`config.mk`:
```
export PLATFORM = sky130hd
export DESIGN_NAME = pipelined_shifter
export DESIGN_NICKNAME = d
export VERILOG_FILES = /design/src/rtl/shifter_pkg.sv /design/src/rtl/shift_stage.sv /design/src/rtl/pipelined_shifter.sv
export SDC_FILE = /design/constraint.sdc
export NUM_CORES = 1
export LEC_CHECK = 0
export ABC_AREA = 1
export CAP_MARGIN = 30
export CORE_MARGIN = 2
export CORE_UTILIZATION = 40
export CTS_BUF_LIST = sky130_fd_sc_hd__clkbuf_4 sky130_fd_sc_hd__clkbuf_8
export DETAILED_ROUTE_END_ITERATION = 10
export GPL_ROUTABILITY_DRIVEN = 0
export SLEW_MARGIN = 20
export SYNTH_ARGS = -nofsm -noshare
export SYNTH_HDL_FRONTEND = slang
export SYNTH_SLANG_ARGS = --single-unit
```
`constraint.sdc`:
```
create_clock -name clk -period 4.25 [get_ports clk]
set_clock_uncertainty 0.05 [all_clocks]
set_input_delay 0.6375 -clock clk [delete_from_list [all_inputs] [get_ports clk]]
set_output_delay 0.6375 -clock clk [all_outputs]
set_load 0.05 [all_outputs]
```
`src/rtl/shifter_pkg.sv`:
```
// shifter_pkg: operation encoding shared by the pipelined shifter and its stages.
package shifter_pkg;
   localparam int OP_W = 3;
   typedef enum logic [OP_W-1:0] {
      SLL = 3'd0,
      SRL = 3'd1,
      SRA = 3'd2,
      ROL = 3'd3,
      ROR = 3'd4
   } shift_op_e;
   function automatic logic is_legal_op(input logic [OP_W-1:0] op);
      return op <= ROR;
   endfunction
endpackage

```
`src/rtl/shift_stage.sv`:
```
// shift_stage: one registered mux layer shifting by 2**STAGE when its amount bit is set.
module shift_stage
   import shifter_pkg::*;
#(
   parameter int WIDTH = 32,
   parameter int TAG_W = 4,
   parameter int SHW = 5,
   parameter int STAGE = 0
) (
   input logic clk,
   input logic rst_n,
   input logic load,
   input logic up_valid,
   input logic [WIDTH-1:0] up_data,
   input logic [SHW-1:0] up_amt,
   input logic [OP_W-1:0] up_op,
   input logic up_sign,
   input logic [TAG_W-1:0] up_tag,
   input logic up_illegal,
   output logic valid,
   output logic [WIDTH-1:0] data,
   output logic [SHW-1:0] amt,
   output logic [OP_W-1:0] op,
   output logic sign,
   output logic [TAG_W-1:0] tag,
   output logic illegal
);
   localparam int S = 1 << STAGE;
   logic [WIDTH-1:0] shl, shr, fill, res;
   assign shl = up_data << S;
   assign shr = up_data >> S;
   // sign bit travels from the original operand, so arithmetic fill stays correct in every stage
   assign fill = up_sign ? ~({WIDTH{1'b1}} >> S) : '0;
   always_comb
      res = !up_amt[STAGE] ? up_data :
            up_op == SLL ? shl :
            up_op == SRL ? shr :
            up_op == SRA ? (shr | fill) :
            up_op == ROL ? (shl | (up_data >> (WIDTH - S))) :
            up_op == ROR ? (shr | (up_data << (WIDTH - S))) : up_data;
   always_ff @(posedge clk)
      if (!rst_n) begin
         valid <= 1'b0;
         data <= '0;
         amt <= '0;
         op <= '0;
         sign <= 1'b0;
         tag <= '0;
         illegal <= 1'b0;
      end else if (load) begin
         valid <= up_valid;
         if (up_valid) begin
            data <= res;
            amt <= up_amt;
            op <= up_op;
            sign <= up_sign;
            tag <= up_tag;
            illegal <= up_illegal;
         end
      end
endmodule

```
`src/rtl/pipelined_shifter.sv`:
```
// pipelined_shifter: valid/ready pipelined barrel shifter, one stage per shift-amount bit.
module pipelined_shifter
   import shifter_pkg::*;
#(
   parameter int WIDTH = 32,
   parameter int TAG_W = 4,
   localparam int SHW = $clog2(WIDTH)
) (
   input logic clk,
   input logic rst_n,
   input logic in_valid,
   output logic in_ready,
   input logic [WIDTH-1:0] in_data,
   input logic [SHW-1:0] in_amt,
   input logic [OP_W-1:0] in_op,
   input logic [TAG_W-1:0] in_tag,
   output logic out_valid,
   input logic out_ready,
   output logic [WIDTH-1:0] out_data,
   output logic [TAG_W-1:0] out_tag,
   output logic out_illegal
);
   logic [SHW:0] vld, ill;
   logic [SHW-1:0] rdy;
   logic [WIDTH-1:0] dat [SHW+1];
   logic [SHW-1:0] amt [SHW+1];
   logic [OP_W-1:0] op [SHW+1];
   logic sgn [SHW+1];
   logic [TAG_W-1:0] tag [SHW+1];
   assign vld[0] = in_valid;
   assign dat[0] = in_data;
   assign amt[0] = in_amt;
   assign op[0] = in_op;
   assign sgn[0] = in_data[WIDTH-1];
   assign tag[0] = in_tag;
   assign ill[0] = !is_legal_op(in_op);
   assign in_ready = rst_n && rdy[0];
   assign out_valid = vld[SHW];
   assign out_data = dat[SHW];
   assign out_tag = tag[SHW];
   assign out_illegal = ill[SHW];
   for (genvar k = 0; k < SHW; k++) begin : g_stage
      // a stage may load unless it and every stage after it is full while the consumer stalls
      assign rdy[k] = out_ready || !(&vld[SHW:k+1]);
      shift_stage #(.WIDTH(WIDTH), .TAG_W(TAG_W), .SHW(SHW), .STAGE(k)) u_stage (
         .clk(clk),
         .rst_n(rst_n),
         .load(rdy[k]),
         .up_valid(vld[k]),
         .up_data(dat[k]),
         .up_amt(amt[k]),
         .up_op(op[k]),
         .up_sign(sgn[k]),
         .up_tag(tag[k]),
         .up_illegal(ill[k]),
         .valid(vld[k+1]),
         .data(dat[k+1]),
         .amt(amt[k+1]),
         .op(op[k+1]),
         .sign(sgn[k+1]),
         .tag(tag[k+1]),
         .illegal(ill[k+1])
      );
   end
endmodule

```
### Word level (Yosys, flattened, before mapping)

Index checks and enable logic that the tools add are counted.

| storage, ports and cells | value |
|---|---|
| logic and storage cells | 128 |
| flip-flop bits (word level) | 226 |
| bits of input ports | 48 |

| operators by class | value |
|---|---|
| magnitude comparators | 1 |
| bitwise logic cells | 14 |
| reduce and logical (&&, ||, !) cells | 26 |
| muxes and demuxes | 35 |
| equality and inequality tests | 20 |

Operator list:

| kind | count |
|---|---|
| two-way mux 32 bit | 35 |
| OR 24 x 32 -> 32 bit | 2 |
| OR 28 x 32 -> 32 bit | 2 |
| OR 30 x 32 -> 32 bit | 2 |
| OR 31 x 32 -> 32 bit | 2 |
| OR 16 x 32 -> 32 bit | 1 |
| OR 32 x 1 -> 32 bit | 1 |
| OR 32 x 16 -> 32 bit | 1 |
| OR 32 x 2 -> 32 bit | 1 |
| OR 32 x 4 -> 32 bit | 1 |
| OR 32 x 8 -> 32 bit | 1 |
| == test 3 x 2 -> 1 bit (second input constant) | 10 |
| == test 3 x 1 -> 1 bit (second input constant) | 5 |
| == test 3 bit (second input constant) | 5 |
| zero test 3 bit | 5 |
| AND reduction 2 bit | 6 |
| zero test 1 bit | 6 |
| logical OR 1 bit | 5 |
| AND reduction 5 bit | 1 |
| AND reduction 4 bit | 1 |
| less-or-equal comparator 3 bit (second input constant) | 1 |
| AND reduction 3 bit | 1 |
| logical AND 1 bit | 1 |

### Longest topological paths before layout

| logic depth | value |
|---|---|
| depth in word-level cells | 7 |
| depth in mapped cells | 12 |

### By module

From an unflattened synthesis, not the netlist that was laid out.

| unflattened totals | value |
|---|---|
| cell total of the unflattened synthesis | 2,410 |
| area, all modules | 14,934.3 sq um |

By module, submodules not included:

| module | area an instance (sq um) | times used | seq. area each (sq um) | cells each |
|---|---|---|---|---|
| shift_stage at g_stage[2].u_stage | 3,204.3 | 1 | 940.9 | 508 |
| shift_stage at g_stage[3].u_stage | 3,099.2 | 1 | 940.9 | 512 |
| shift_stage at g_stage[1].u_stage | 3,012.9 | 1 | 940.9 | 485 |
| shift_stage at g_stage[0].u_stage | 2,989.1 | 1 | 940.9 | 497 |
| shift_stage at g_stage[4].u_stage | 2,567.5 | 1 | 940.9 | 396 |
| pipelined_shifter | 61.3 | 1 | 0.0 | 12 |

### Least setup slack after synthesis

Ideal clock, no wire load.

| timing | value |
|---|---|
| path type | input -> output |
| start point | input rst_n |
| end point | output in_ready |
| required time | 3.562 ns |
| arrival time | 1.487 ns |
| path buffers | 2 |
| setup slack | 2.076 ns |
| stages on the path | 4 |
| path through | clkbuf_1 > buf_1 > nand2_1 > inv_1 |

| between the ends | value |
|---|---|
| longest elaborated chain between the ends | 1 |

RTL lines:

| element | line | RTL |
|---|---|---|
| from (decl) | pipelined_shifter.sv:10 | `input logic rst_n,` |
| logical AND 1 bit | pipelined_shifter.sv:37 | `assign in_ready = rst_n && rdy[0];` |
| to (decl) | pipelined_shifter.sv:12 | `output logic in_ready,` |

Every way passes these cells.

### Worst setup path after layout

| timing | value |
|---|---|
| start point | input out_ready |
| end point | output in_ready |

| between the ends | value |
|---|---|
| longest elaborated chain between the ends | 2 |

RTL lines:

| element | line | RTL |
|---|---|---|
| from (decl) | pipelined_shifter.sv:18 | `input logic out_ready,` |
| logical OR 1 bit | pipelined_shifter.sv:44 | `assign rdy[k] = out_ready \|\| !(&vld[SHW:k+1]);` |
| logical AND 1 bit | pipelined_shifter.sv:37 |  |

Every way passes these cells.

==> metrics.md <==
| Metric | Value |
|---|---|
| Outcome | finished, final reports clean |
| HPWL Detailed | 27.48 mm |
| Largest family of logic cells by synthesized area | compound AO/OA/AOI/OAI gates |
| Post-synthesis adder-cell area fraction | 0% |
| Clock slew at the register clock pins of the worst setup and hold paths | 0.05 ns |
| Fin Setup TNS | 0 ns |
| Post-DP Area | 13930 um^2 |
| Share of layout cells above drive strength 1 | 7.670% |
| R2r setup slk | 1.47 ns |
| Routed wire per std cell | 16.45 um |
| Antenna viol nets, final | 0 |
| Worst path cell trace | clkdlybuf4s50_1, inv_1, nand2_1, nor2_2, nand2_1, nor2_2, nand2_1, nand2_1, inv_1, clkdlybuf4s50_1 |
| Mapped Nets | 2113 |
| Post-CTS Resized | 0 |
| Crit-path slowest cell | clkdlybuf4s50_1 |
| CTS tree | done |
| DR iter-0 viols | 1263 |
| Clk Latency, worst-skew pair | 0.55 ns |
| Mapped Area | 13120 um^2 |
| Fin nets | 2093 |
| Row Count | 66 |
| Unrepaired setup endpoints after global routing | false |
| Clk buf depth | 3 |
| I/O pin total | 87 |
| CP endpoint kind | output port |
| Post-route worst setup slack | 1.020 ns |
| Routed Wire Length | 41.38 mm |
| Synth-to-Final Area Change | 13.05% |
| Hold Crit Class | primary input to flip-flop |
| Vias per cell | 5.565 |
| WP data required | 3.56 ns |
| Reg2reg path depth | 10 |
| Total Routing Usage GR | 23.81% |
| R2R Path Start | g_stage[2].u_stage.op[2] |
| Post-synthesis mux area share | 0% |
| Crit-path most repeated cell | nand2_1 |
| Hold_sp | rst_n |
| Largest cells by area after synthesis | dfxtp_1, a21oi_1, nand2_1 |
| Initial antenna violation count | 0 |
| Leak Pwr | 5.775 nW |
| Final hold violations | 0 |
| Peak VDD IR | 0.0001970 V |
| Largest net degree at the start of global routing | 69 |
| Compound-Gate Fraction of Synth Area | 35.21% |
| Mapped Cells | 2065 |
| Seq cells post-synth | 216 |
| Worst slack at placement | 1.002 ns |
| Least-Margin Pin Slew | 0.9299 ns |
| H-tree depth | 2 |
| Post-synthesis sequential area ratio | 32.97% |
| Min Tclk post-route | 3.230 ns |
| Largest area contributor in the netlist | dfxtp_1 |
| Fin area | 14830 um^2 |
| Placed Cells | 2443 |
| Via count | 14000 |
| Reg2reg end | g_stage[3].u_stage.data[20] |
| Max stage delay on crit path | 0.69 ns |
| Final Instance Count excl. Fillers | 2515 |
| Final setup violation count | 0 |
| Crit Path Category | primary input to output port |
| Core ar. | 32450 um^2 |
| Worst Path Arrival | 2.54 ns |
| Drt pass-1 iters | 5 |
| Max Cap Violations | 0 |
| Syn Area/Cell | 6.352 um^2 |
| Residual overflow from global routing | 0 |
| PortBufs | 86 |
| Pwr/cell area | 363.0 nW/um^2 |
| Pwr Total | 5.382 mW |
| Rel. slew slack | 37.78% |
| Die height | 185.1 um |
| Initial cell density of the core | 40.42% |
| Worst Path Max Fanout | 3 |
| Synth Area in Simple Gates | 20.71% |
| Hold_buf cts | 0 |
| Final Cycle Share | 76.00% |
| Final Util | 45.69% |
| CTS Sinks | 216 |
| Post-synthesis xor/xnor area fraction | 0% |
| Die area | 34250 um^2 |
| DIE WIDTH | 185.1 um |
| DRC viols | 0 |
| First-pass GRT wire length | 66.82 mm |
| Post-synth cell types | 31 |
| Worst Hold Endpoint | g_stage[1].u_stage.tag[2] |
| Vias in the first global route | 12720 |
| WHS Path Cells | 3 |
| CTS buffer count | 41 |
| Post-CTS setup repair buffer count | 0 |
| CP Launch Type | primary input |
| Fmax | 0.3096 GHz |
| Hold Worst Slack | 0.3785 ns |
| Diodes inserted | 0 |
| Clock root buffer | clkbuf_8 |
| YS warnings | 0 |
| Post-synth top area share | 32.97% |
| Slew Limit Fails | 0 |
==> layout make-up <==
class                      count  area (um^2)
fill                        3374        17630
multi-input combinational   1516         7337
sequential                   216         4324
timing repair buffer         124         1179
clock buffer                  65        813.3
tap                          442        553.0
inverter                     146        548.0
clock inverter                 6        73.82
==> sequential cells by signal, summed over array words and instances (netlist names) <==
signal and cells:
g_stage.u_stage.illegal 5, g_stage.u_stage.amt 10, g_stage.u_stage.valid 5, g_stage.u_stage.sign 4, g_stage.u_stage.data 160, g_stage.u_stage.op 12, g_stage.u_stage.tag 20
==> placed cells by master, fill, tap and decap left out, drive strengths merged <==
cell	instances
o21bai	24
or2	6
inv	148
buf	39
o21a	37
a211oi	1
clkdlybuf4s50	85
nand3	76
o21ai	280
o22ai	30
nand2	435
nand4	1
dfxtp	216
a21oi	411
clkbuf	65
a221oi	3
bufinv	1
o211ai	43
a21o	15
nor2	153
clkinv	3
nor3	1
==> power by group <==
part           internal, mW  switching, mW
sequential             2.12          0.138
combinational         0.334          0.601
clock                  1.28          0.909
==> layer usage <==
metal | global-route usage, % | routed length, um | up-vias
met1 | 33.03 | 18920 | 6459
met3 | 2.851 | 2602 | 85
met4 | 9.175 | 1522 | 0
li1 | - | - | 6910
met5 | 0 | 0 | -
met2 | 37.74 | 18340 | 541
==> critical path: cells and delay by family <==
kind	cells	cell delay, ns
buffers and inverters	4	1.20
AND/OR/NAND/NOR	6	0.71
==> cell families after synthesis <==
kind of cell	Yosys count
and+or+nand+nor	672
DFF	216
buffers and inverters	333
AOI/OAI and AO/OA	844
==> cell usage after synthesis <==
| cell | number |
|---|---|
| nand2_1 | 427 |
| a21oi_1 | 411 |
| o21ai_0 | 246 |
| dfxtp_1 | 216 |
| nor2_1 | 143 |
| inv_1 | 132 |
| clkbuf_1 | 96 |
| nand3_1 | 74 |
| buf_2 | 43 |
| buf_4 | 37 |
| o21a_1 | 37 |
| o211ai_1 | 34 |
| o21ai_1 | 34 |
| o22ai_1 | 30 |
| o21bai_1 | 24 |
| a21o_1 | 15 |
| inv_2 | 12 |
| buf_1 | 9 |
| o211ai_2 | 9 |
| nand2_2 | 7 |
| nor2_2 | 6 |
| or2_2 | 6 |
| nor2_4 | 4 |
| a221oi_1 | 3 |
| buf_6 | 2 |
| clkinv_1 | 2 |
| nand3_2 | 2 |
| a211oi_1 | 1 |
| nand2_4 | 1 |
| nand4_1 | 1 |
| nor3_1 | 1 |
==> worst max-delay path by stage <==
| stage | startpoint | end | slack (ns) | depth (start not counted) |
|---|---|---|---|---|
| floorplan | rst_n | in_ready | 2.08 | 4 |
| global placement | out_ready | in_ready | 1.01 | 10 |
| detailed placement | out_ready | in_ready | 1.00 | 10 |
| CTS | out_ready | in_ready | 1.0 | 10 |
| global route | out_ready | in_ready | 0.92 | 10 |
| finish | out_ready | in_ready | 1.02 | 10 |
Power figures use the tool's default switching activity.
